`config.mk`:
```
export PLATFORM = sky130hd
export DESIGN_NAME = fetch_pair_splitter
export DESIGN_NICKNAME = d
export VERILOG_FILES = /design/src/rtl/fetch_pair_splitter_pkg.sv /design/src/rtl/fetch_slot_picker.sv /design/src/rtl/fetch_pair_splitter.sv
export SDC_FILE = /design/constraint.sdc
export NUM_CORES = 1
export LEC_CHECK = 0
export BUFFER_PORTS_ARGS = -buffer_cell sky130_fd_sc_hd__buf_2
export CORE_ASPECT_RATIO = 0.6
export CORE_MARGIN = 3
export CORE_UTILIZATION = 35
export CTS_CLUSTER_DIAMETER = 30
export DETAILED_ROUTE_END_ITERATION = 6
export GPL_TIMING_DRIVEN = 0
export PLACE_DENSITY = 0.6
export SLEW_MARGIN = 20
export SYNTH_ARGS = -nofsm -noshare
export SYNTH_HDL_FRONTEND = slang
export SYNTH_SLANG_ARGS = --single-unit
```
`constraint.sdc`:
```
create_clock -name clk -period 3.5 [get_ports clk]
set_clock_uncertainty 0.15 [all_clocks]
set_input_delay 0.175 -clock clk [delete_from_list [all_inputs] [get_ports clk]]
set_output_delay 0.175 -clock clk [all_outputs]
set_load 0.1 [all_outputs]
```
`src/rtl/fetch_pair_splitter_pkg.sv`:
```
// Shared constants and helpers for the fetch-pair splitter.
package fetch_pair_splitter_pkg;

  localparam int DEF_ADDR_WIDTH = 32;
  localparam int DEF_INST_WIDTH = 32;

  // Queue entry layout: {pc, inst}, pc in the MSBs.
  localparam int INST_LSB = 0;
  localparam int PC_LSB   = DEF_INST_WIDTH;

  localparam logic SLOT0 = 1'b0;
  localparam logic SLOT1 = 1'b1;

  typedef enum logic {
    ST_EMPTY = 1'b0,
    ST_HOLD  = 1'b1
  } state_e;

  function automatic logic [1:0] slot_onehot(input logic slot);
    return (slot == SLOT1) ? 2'b10 : 2'b01;
  endfunction

  function automatic logic [1:0] mask_popcount(input logic [1:0] mask);
    return {1'b0, mask[0]} + {1'b0, mask[1]};
  endfunction

  function automatic logic [31:0] sat_add32(input logic [31:0] acc, input logic [1:0] inc);
    logic [32:0] sum;
    sum = {1'b0, acc} + {31'd0, inc};
    return sum[32] ? 32'hFFFF_FFFF : sum[31:0];
  endfunction

endpackage

```
`src/rtl/fetch_slot_picker.sv`:
```
// Lowest-set-bit slot select over a two-slot mask.
module fetch_slot_picker
  import fetch_pair_splitter_pkg::*;
(
  input  logic [1:0] mask_i,
  output logic       slot_o,
  output logic       last_slot_o,
  output logic       any_valid_o
);

  // Slot priority: slot0 first, slot1 only when slot0 is absent.
  always_comb begin
    slot_o = SLOT0;
    case (mask_i)
      2'b01, 2'b11: slot_o = SLOT0;
      2'b10:        slot_o = SLOT1;
      default:      slot_o = SLOT0;
    endcase
    last_slot_o = ^mask_i;
    any_valid_o = |mask_i;
  end

endmodule

```
`src/rtl/fetch_pair_splitter.sv`:
```
// Serialises two-slot fetch packets into single {pc, inst} queue entries.
// Optional macro FETCH_SPLIT_PERF_EN adds stall/drop performance counters.
module fetch_pair_splitter
  import fetch_pair_splitter_pkg::*;
#(
  parameter int ADDR_WIDTH = DEF_ADDR_WIDTH,
  parameter int INST_WIDTH = DEF_INST_WIDTH
) (
  input  logic                             clk,
  input  logic                             reset,
  input  logic                             flush,
  input  logic                             resp_valid,
  output logic                             resp_ready,
  input  logic [ADDR_WIDTH-1:0]            resp_pc,
  input  logic [2*INST_WIDTH-1:0]          resp_data,
  input  logic [1:0]                       resp_mask,
  input  logic                             fifo_full,
  output logic                             fifo_write,
  output logic [ADDR_WIDTH+INST_WIDTH-1:0] fifo_indata
`ifdef FETCH_SPLIT_PERF_EN
  ,
  output logic [31:0]                      perf_stall_cnt,
  output logic [31:0]                      perf_drop_cnt
`endif
);

  state_e                           state_q, state_d;
  logic [ADDR_WIDTH-1:0]            pc_q, pc_d;
  logic [2*INST_WIDTH-1:0]          data_q, data_d;
  logic [1:0]                       mask_q, mask_d;
  logic [ADDR_WIDTH+INST_WIDTH-1:0] entry_q, entry_d;
  logic                             slot_q, last_q;
  logic                             nxt_slot_s, nxt_last_s, nxt_any_s;
  logic                             hold_s, accept_s, write_s;

  assign hold_s     = (state_q == ST_HOLD);
  assign resp_ready = !hold_s || (!fifo_full && last_q);
  assign accept_s   = resp_valid && resp_ready && !flush;
  assign write_s    = hold_s && !fifo_full && !flush;
  assign fifo_write = write_s;
  assign fifo_indata = entry_q;

  // Slot bookkeeping is done on the next mask so the output entry is ready one edge early.
  fetch_slot_picker u_picker (
    .mask_i      (mask_d),
    .slot_o      (nxt_slot_s),
    .last_slot_o (nxt_last_s),
    .any_valid_o (nxt_any_s)
  );

  // Next held packet: flush discards, accept replaces, write retires one slot.
  always_comb begin
    pc_d   = pc_q;
    data_d = data_q;
    mask_d = mask_q;
    if (flush) begin
      mask_d = 2'b00;
    end else if (accept_s) begin
      pc_d   = resp_pc;
      data_d = resp_data;
      mask_d = resp_mask;
    end else if (write_s) begin
      mask_d = mask_q & ~slot_onehot(slot_q);
    end else begin
      mask_d = mask_q;
    end
  end

  // Next state and pre-formatted queue entry for the next slot to issue.
  always_comb begin
    state_d = nxt_any_s ? ST_HOLD : ST_EMPTY;
    entry_d = {pc_d + {{(ADDR_WIDTH-3){1'b0}}, nxt_slot_s, 2'b00},
               (nxt_slot_s == SLOT1) ? data_d[2*INST_WIDTH-1:INST_WIDTH]
                                     : data_d[INST_WIDTH-1:0]};
  end

  // Packet/state registers.
  always_ff @(posedge clk or negedge reset) begin
    if (!reset) begin
      state_q <= ST_EMPTY;
      pc_q    <= '0;
      data_q  <= '0;
      mask_q  <= 2'b00;
      entry_q <= '0;
      slot_q  <= SLOT0;
      last_q  <= 1'b0;
    end else begin
      state_q <= state_d;
      pc_q    <= pc_d;
      data_q  <= data_d;
      mask_q  <= mask_d;
      entry_q <= entry_d;
      slot_q  <= nxt_slot_s;
      last_q  <= nxt_last_s;
    end
  end

`ifdef FETCH_SPLIT_PERF_EN
  logic [31:0] stall_q, stall_d, drop_q, drop_d;

  // Saturating counters: full-stall cycles and slots thrown away by flush.
  always_comb begin
    stall_d = stall_q;
    drop_d  = drop_q;
    if (hold_s && fifo_full) begin
      stall_d = sat_add32(stall_q, 2'd1);
    end else begin
      stall_d = stall_q;
    end
    if (hold_s && flush) begin
      drop_d = sat_add32(drop_q, mask_popcount(mask_q));
    end else begin
      drop_d = drop_q;
    end
  end

  // Counter registers.
  always_ff @(posedge clk or negedge reset) begin
    if (!reset) begin
      stall_q <= 32'd0;
      drop_q  <= 32'd0;
    end else begin
      stall_q <= stall_d;
      drop_q  <= drop_d;
    end
  end

  assign perf_stall_cnt = stall_q;
  assign perf_drop_cnt  = drop_q;
`else
  // No performance counters in this build.
`endif

endmodule

```
==> results of run 1 <==
per-stage QoR:
step | utilization, % | cell area (um2) | setup TNS (ns)
final | 51.27 | 9882 | 0
after CTS | 51.04 | 9837 | 0
after global routing | 51.27 | 9882 | 0
after global placement | 42.37 | 8167 | -76.47
after floorplan | - | 6993 | 0
after detailed placement | 42.56 | 8204 | -4.130
logic make-up (layout without fill, tap and decap cells):
family                   count (synthesis)  count (layout)  share of synthesized area, %
AO/OA/AOI/OAI                           30              30                         3.826
XOR/XNOR                                28              28                         3.521
adder cells (fa/ha/maj)                  5               5                        0.8981
buffers and inverters                   43             346                         2.713
flip-flops                             163             163                         58.56
multiplexers                            46              46                         7.275
AND/OR/NAND/NOR                        371             371                         23.21
cell type report:
| class | instances | area, um2 | share of cell area [%] |
|---|---|---|---|
| clock buffer | 25 | 505.5 | 5.115 |
| tap | 266 | 332.8 | 3.368 |
| clock inverter | 7 | 96.34 | 0.9749 |
| inverter | 13 | 48.80 | 0.4938 |
| sequential | 163 | 4080 | 41.29 |
| multi-input combinational | 480 | 2771 | 28.05 |
| buffer | 30 | 152.6 | 1.545 |
| timing repair buffer | 271 | 1894 | 19.17 |
layout by cell type, fill, tap and decap left out, types with 3 or more instances in the layout:
cell type                       Yosys  layout
sky130_fd_sc_hd__nand2_1          284     284
sky130_fd_sc_hd__buf_2             10     174
sky130_fd_sc_hd__dfrtp_1          163     162
sky130_fd_sc_hd__dlygate4sd3_1      0     100
sky130_fd_sc_hd__mux2_2            37      37
sky130_fd_sc_hd__nand3_1           26      26
sky130_fd_sc_hd__xor2_1            17      17
sky130_fd_sc_hd__clkbuf_16          0      17
sky130_fd_sc_hd__nand4_1           14      14
sky130_fd_sc_hd__inv_1             13      13
sky130_fd_sc_hd__xnor2_1           11      11
sky130_fd_sc_hd__clkbuf_1           9      11
sky130_fd_sc_hd__mux2i_1            9       9
sky130_fd_sc_hd__buf_4              4       8
sky130_fd_sc_hd__nor2_1             8       8
sky130_fd_sc_hd__buf_1              7       7
sky130_fd_sc_hd__nor3_1             7       7
sky130_fd_sc_hd__and3_1             6       6
sky130_fd_sc_hd__clkbuf_8           0       5
sky130_fd_sc_hd__a21oi_1            4       4
sky130_fd_sc_hd__or3_1              4       4
sky130_fd_sc_hd__o21ai_1            3       3
sky130_fd_sc_hd__o21ai_0            3       3
sky130_fd_sc_hd__and4_1             3       3
sky130_fd_sc_hd__a221oi_2           2       3
sky130_fd_sc_hd__clkinvlp_4         0       3
power breakdown:
| part | switching, mW | internal, mW |
|---|---|---|
| registers | 0.132 | 2.21 |
| clock network | 0.745 | 1.15 |
| logic | 1.52 | 0.428 |
worst min-delay path, stage by stage:
cell                    delay [ns]
sky130_fd_sc_hd__buf_2        0.17
sky130_fd_sc_hd__or2_2        0.14
sky130_fd_sc_hd__ha_1         0.11
path summary, 6_finish.rpt:
check,slack (ns),start,to
setup / recovery,0.16,hold_s,fifo_indata[62]
hold / removal,0.06,flush,last_q
setup reg to reg,0.16,hold_s,fifo_indata[62]
hold reg to reg,0.32,data_q[40],data_q[40]
max in group asynchronous,2.19,reset,hold_s
min in group asynchronous,0.19,reset,fifo_indata[49]
layer usage:
metal	share of wire [%]	GRT usage [%]	routed length, um	up-vias
li1	-	-	-	2838
met1	51	31.75	10930	2871
met2	40	27.29	8438	249
met3	8.2	5.119	1746	14
met4	0.66	4.895	141	2
met5	0.033	0	7	-
registers in the layout (all words and copies together) (netlist names):
name,cells
data_q,64
fifo_indata,64
pc_q,30
mask_q,2
hold_s,1
last_q,1
slot_q,1
timing repair:
action                                  4_1_cts  5_1_grt
pin swaps                                     2        1
resized for setup                             7        6
hold buffers                                100        0
cloned                                        0        0
endpoints found under the hold margin       238        0
endpoints found under the setup margin       42        7
buffers inserted                              1        1
==> flow_summary.rst, run 1 <==
.. list-table::
   :header-rows: 1

   * - Metric
     - Value
   * - Hold-critical path depth
     - 3
   * - Maximum number of pins on one net before global-route repair
     - 93
   * - Main flop type after synthesis
     - sky130_fd_sc_hd__dfrtp_1
   * - First-pass GRT wire length
     - 33.49 mm
   * - Die ar.
     - 21690 um2
   * - Detailed Place HPWL
     - 14.46 mm
   * - Worst setup EP type
     - register
   * - Total clock buffers created by CTS
     - 17
   * - Residual DRC count
     - 0
   * - Distinct cell type count after synthesis
     - 48
   * - Fmax
     - 299.3 MHz
   * - Via-to-Cell Ratio
     - 4.760
   * - Worst voltage drop across the vdd grid
     - 385.0 uV
   * - CTS Root Cell
     - sky130_fd_sc_hd__clkbuf_16
   * - Unrepaired setup endpoints after global routing
     - false
   * - Time the worst path needs with I/O delays and setup
     - 3.341 ns
   * - Lkg Pwr
     - 4.921 nW
   * - Die H
     - 115.3 um
   * - Critical Path Max Stage Delay
     - 0.51 ns
   * - Count of flip-flops with a built-in enable after synthesis
     - 0
   * - Proportion of synthesized flip-flops having asynchronous set or reset
     - 100.0%
   * - Net count of the mapped netlist
     - 794
   * - Clock latency on the worst-skew pair
     - 0.42 ns
   * - Type of the worst min-delay path
     - primary input to register
   * - Worst slew slack as a fraction of its limit
     - 52.49%
   * - Antenna violations before repair
     - 1
   * - Fillers
     - 1757
   * - Antenna violation net count after detailed routing
     - 0
   * - Number of max-cap violations
     - 0
   * - Total iterations of the first detailed-routing run
     - 5
   * - Synth top cells by count
     - sky130_fd_sc_hd__nand2_1, sky130_fd_sc_hd__dfrtp_1, sky130_fd_sc_hd__mux2_2
   * - Biggest area contributors in the synthesized netlist
     - sky130_fd_sc_hd__dfrtp_1, sky130_fd_sc_hd__nand2_1, sky130_fd_sc_hd__mux2_2
   * - Proportion of synthesized chip area in sequential cells
     - 58.56%
   * - Inst Count DP
     - 1121
   * - Routed len/inst
     - 16.94 um
   * - Clock tree from TritonCTS
     - done
   * - Critical path type
     - register to register
   * - Instance count of the mapped netlist
     - 686
   * - Worst-case setup margin in the final layout
     - 0.1593 ns
   * - Critical path depth
     - 14
   * - Buffers on Ports
     - 168
   * - Via count of the first global-routing pass
     - 5877
   * - Number of placement rows
     - 39
   * - Total via count after detailed routing
     - 5974
   * - Setup crit start kind
     - register
   * - Reg clk slew, reported paths
     - 0.06 ns
   * - Transition at the pin with the smallest max-transition slack
     - 0.7127 ns
   * - Arrival time reported for the critical path endpoint
     - 3.49 ns
   * - Grt total ovfl
     - 0
   * - Share of the synthesized area in the top cell type
     - 58.56%
   * - Worst hold-check slack
     - 0.05929 ns
   * - Sum of buffers and inverters on the critical path
     - 3
   * - Final count of pins violating max slew
     - 0
   * - Yosys warning total
     - 0
   * - Horizontal extent of the die
     - 188.1 um
   * - Master of the slowest instance on the critical path
     - sky130_fd_sc_hd__dfrtp_2
   * - Final Hold Fails
     - 0
   * - WP data required
     - 3.65 ns
   * - Longest Clk Path Bufs
     - 2
   * - Starting density of the core
     - 36.14%
   * - Power consumption
     - 6.185 mW
   * - Ports placed on the boundary
     - 169
   * - Most common cell in the synthesized netlist
     - sky130_fd_sc_hd__nand2_1
   * - GRT Total Usage
     - 20.15%
   * - Synthesized area divided by synthesized cell count
     - 10.15 um2
   * - Worst slack at placement
     - -0.3986 ns
   * - H-tree depth reported by CTS
     - 4
   * - Number of antenna repair diodes
     - 0
   * - Most area-hungry cell type in the Yosys netlist
     - sky130_fd_sc_hd__dfrtp_1
   * - Sequence of cells on the critical path
     - a21oi_4 -> buf_6 -> buf_4 -> a21oi_1 -> nor2_1 -> ha_2 -> ha_4 -> ha_4 -> nand3_1 -> nor2_1 -> nand4_1 -> buf_4 -> a211oi_2 -> xor2_1
   * - Post-route insts no fill
     - 1255
   * - Number of setup violations in the final report
     - 0
   * - CTS sink cnt
     - 163
   * - PwrDens
     - 625.9 nW/um2
   * - #FFs+latches synth
     - 163
   * - Initial DRC count
     - 467
   * - Cell family with the largest share of critical-path delay
     - adder cells
   * - Cell depth of the worst flop-to-flop path
     - 14
   * - Critical Path Fanout Max
     - 11
   * - CORE AREA
     - 19270 um2
   * - Wirelength, routed
     - 21.26 mm
   * - Gpl congestion
     - 0.9321
   * - Result of the run
     - completed
   * - Final layout net count
     - 1084
   * - P&R area growth vs syn
     - 41.87%
   * - Fraction of final layout cells sized beyond drive strength 1
     - 28.01%
   * - Cell Area, Synth
     - 6965 um2
   * - Period utilisation layout
     - 95.45%
(Power assumes the default switching activity.)
==> inputs of run 2 (changes only) <==
- clock period: 3.5 -> 3.7 ns (I/O delays scaled with it)
==> flow_summary.rst, run 2 (synthesis results as in run 1) <==
.. list-table::
   :header-rows: 1

   * - Metric
     - Value
   * - Result of the run
     - completed
   * - Most Frequent Cell on Critical Path
     - sky130_fd_sc_hd__buf_4
   * - Period utilisation layout
     - 93.03%
   * - Via-to-Cell Ratio
     - 4.727
   * - Worst slew slack as a fraction of its limit
     - 53.27%
   * - Antenna violations before repair
     - 1
   * - Longest Clk Path Bufs
     - 2
   * - GRT Total Usage
     - 20.15%
   * - Detailed Place HPWL
     - 14.55 mm
   * - Number of antenna repair diodes
     - 0
   * - Critical path type
     - register to register
   * - Final count of pins violating max slew
     - 0
   * - Number of setup violations in the final report
     - 0
   * - Power consumption
     - 5.802 mW
   * - Time the worst path needs with I/O delays and setup
     - 3.442 ns
   * - Commonest non-fill, non-tap cell in the layout
     - sky130_fd_sc_hd__nand2_1
   * - Setup crit start kind
     - register
   * - Horizontal extent of the die
     - 188.1 um
   * - Gpl congestion
     - 0.8951
   * - Total clock buffers created by CTS
     - 17
   * - WP data required
     - 3.87 ns
   * - Post-route insts no fill
     - 1255
   * - Critical Path Fanout Max
     - 11
   * - Via count of the first global-routing pass
     - 6029
   * - Area of placed instances
     - 8215 um2
   * - Cell depth of the worst flop-to-flop path
     - 14
   * - Buffers on Ports
     - 168
   * - Antenna violation net count after detailed routing
     - 0
   * - Routed len/inst
     - 16.72 um
   * - Min-delay src
     - flush
   * - P&R area growth vs syn
     - 41.40%
   * - Worst hold-check slack
     - 0.05385 ns
   * - Final layout net count
     - 1084
   * - Top library cells by usage in the layout, fill and taps aside
     - sky130_fd_sc_hd__nand2_1, sky130_fd_sc_hd__buf_2, sky130_fd_sc_hd__dfrtp_1
   * - Maximum number of pins on one net before global-route repair
     - 88
   * - CORE AREA
     - 19270 um2
   * - Die ar.
     - 21690 um2
   * - Hold-critical path depth
     - 3
   * - Grt total ovfl
     - 0
   * - First-pass GRT wire length
     - 33.84 mm
   * - Arrival time reported for the critical path endpoint
     - 3.61 ns
   * - Fmax
     - 290.5 MHz
   * - CTS sink cnt
     - 163
   * - Master of the slowest instance on the critical path
     - sky130_fd_sc_hd__dfrtp_2
   * - Total via count after detailed routing
     - 5932
   * - Sequence of cells on the critical path
     - a21oi_4 -> buf_4 -> buf_4 -> a21oi_1 -> nor2_1 -> ha_2 -> ha_4 -> ha_2 -> nand3_1 -> nor2_1 -> nand4_1 -> buf_4 -> a22oi_1 -> xor2_1
   * - Transition at the pin with the smallest max-transition slack
     - 0.7010 ns
   * - Critical Path Max Stage Delay
     - 0.50 ns
   * - Number of placement rows
     - 39
   * - Worst setup EP type
     - register
   * - Lkg Pwr
     - 4.915 nW
   * - Total iterations of the first detailed-routing run
     - 5
   * - Register-to-register setup slack
     - 0.26 ns
   * - Worst reg2reg endpoint
     - fifo_indata[54]
   * - Inst Count DP
     - 1122
   * - Residual DRC count
     - 0
   * - Ports placed on the boundary
     - 169
   * - Clock latency on the worst-skew pair
     - 0.42 ns
   * - H-tree depth reported by CTS
     - 4
   * - Wirelength, routed
     - 20.98 mm
   * - Die H
     - 115.3 um
   * - Clock tree from TritonCTS
     - done
   * - Final Core Density
     - 51.10%
   * - Unrepaired setup endpoints after global routing
     - false
   * - Final Hold Fails
     - 0
   * - Worst voltage drop across the vdd grid
     - 361.2 uV
   * - Layout Cell Area excl Fill
     - 9849 um2
   * - Fillers
     - 1772
   * - CTS Root Cell
     - sky130_fd_sc_hd__clkbuf_16
   * - Starting density of the core
     - 36.14%
   * - Worst min-delay path endpoint
     - last_q
   * - Number of max-cap violations
     - 0
   * - Reg clk slew, reported paths
     - 0.07 ns
   * - Type of the worst min-delay path
     - primary input to register
   * - Fraction of final layout cells sized beyond drive strength 1
     - 28.01%
   * - Origin of the critical flop-to-flop path
     - hold_s
   * - PwrDens
     - 589.1 nW/um2
   * - Initial DRC count
     - 497
-- run 2: stage by stage --
| step | setup TNS [ns] | setup WS (ns) |
|---|---|---|
| floorplan | 0 | 0.02254 |
| global placement | -43.83 | -0.4136 |
| detailed placement | -2.833 | -0.4210 |
| CTS | 0 | 0.04025 |
| global route | 0 | 0.03214 |
| finish | 0 | 0.2577 |
-- run 2: how the worst max path moves through the flow --
stage	start	endpoint	slack [ns]	depth (start not counted)
2_1_floorplan	hold_s	fifo_indata[62]	0.02	13
3_3_place_gp	hold_s	fifo_indata[54]	-0.41	13
3_5_place_dp	hold_s	fifo_indata[58]	-0.42	13
4_1_cts	hold_s	fifo_indata[58]	0.04	13
5_1_grt	last_q	fifo_indata[58]	0.03	15
6_report	hold_s	fifo_indata[54]	0.26	14
-- run 2: where the power goes --
group,total [mW],switching [mW],internal [mW]
Clock,1.75,0.780,0.965
Combinational,1.84,1.44,0.404
Sequential,2.22,0.129,2.09
-- run 2: critical path: cells and delay by family (launching register included) --
family	cells	cell delay, ns
AO/OA/AOI/OAI	3	0.53
XOR/XNOR	1	0.22
adder cells (fa/ha/maj)	3	0.79
buffers and inverters	3	0.68
flip-flops	1	0.50
AND/OR/NAND/NOR	4	0.46
-- run 2: what timing repair did --
item,CTS,global route
pin swaps,0,1
buffers inserted,0,1
hold buffers,100,0
resized for setup,6,6
hold endpoints to repair,245,0
setup endpoints to repair,16,11
-- run 2: cell type report --
cell class	instances	area (um2)	share of cell area, %
plain buffers	30	148.9	1.512
clock buffers	18	439.2	4.459
clock inverters	14	141.4	1.435
inverters	13	48.80	0.4954
multi-input cells	480	2744	27.86
flip-flops and latches	163	4080	41.43
well taps	266	332.8	3.379
repair buffers	271	1914	19.44
-- run 2: metal layers --
metal,vias to the layer above,track usage [%],share of wire (%)
li1,2838,-,-
met1,2855,31.83,52
met2,217,27.26,40
met3,20,4.784,7.2
met4,2,5.295,0.99
met5,-,0,0.043
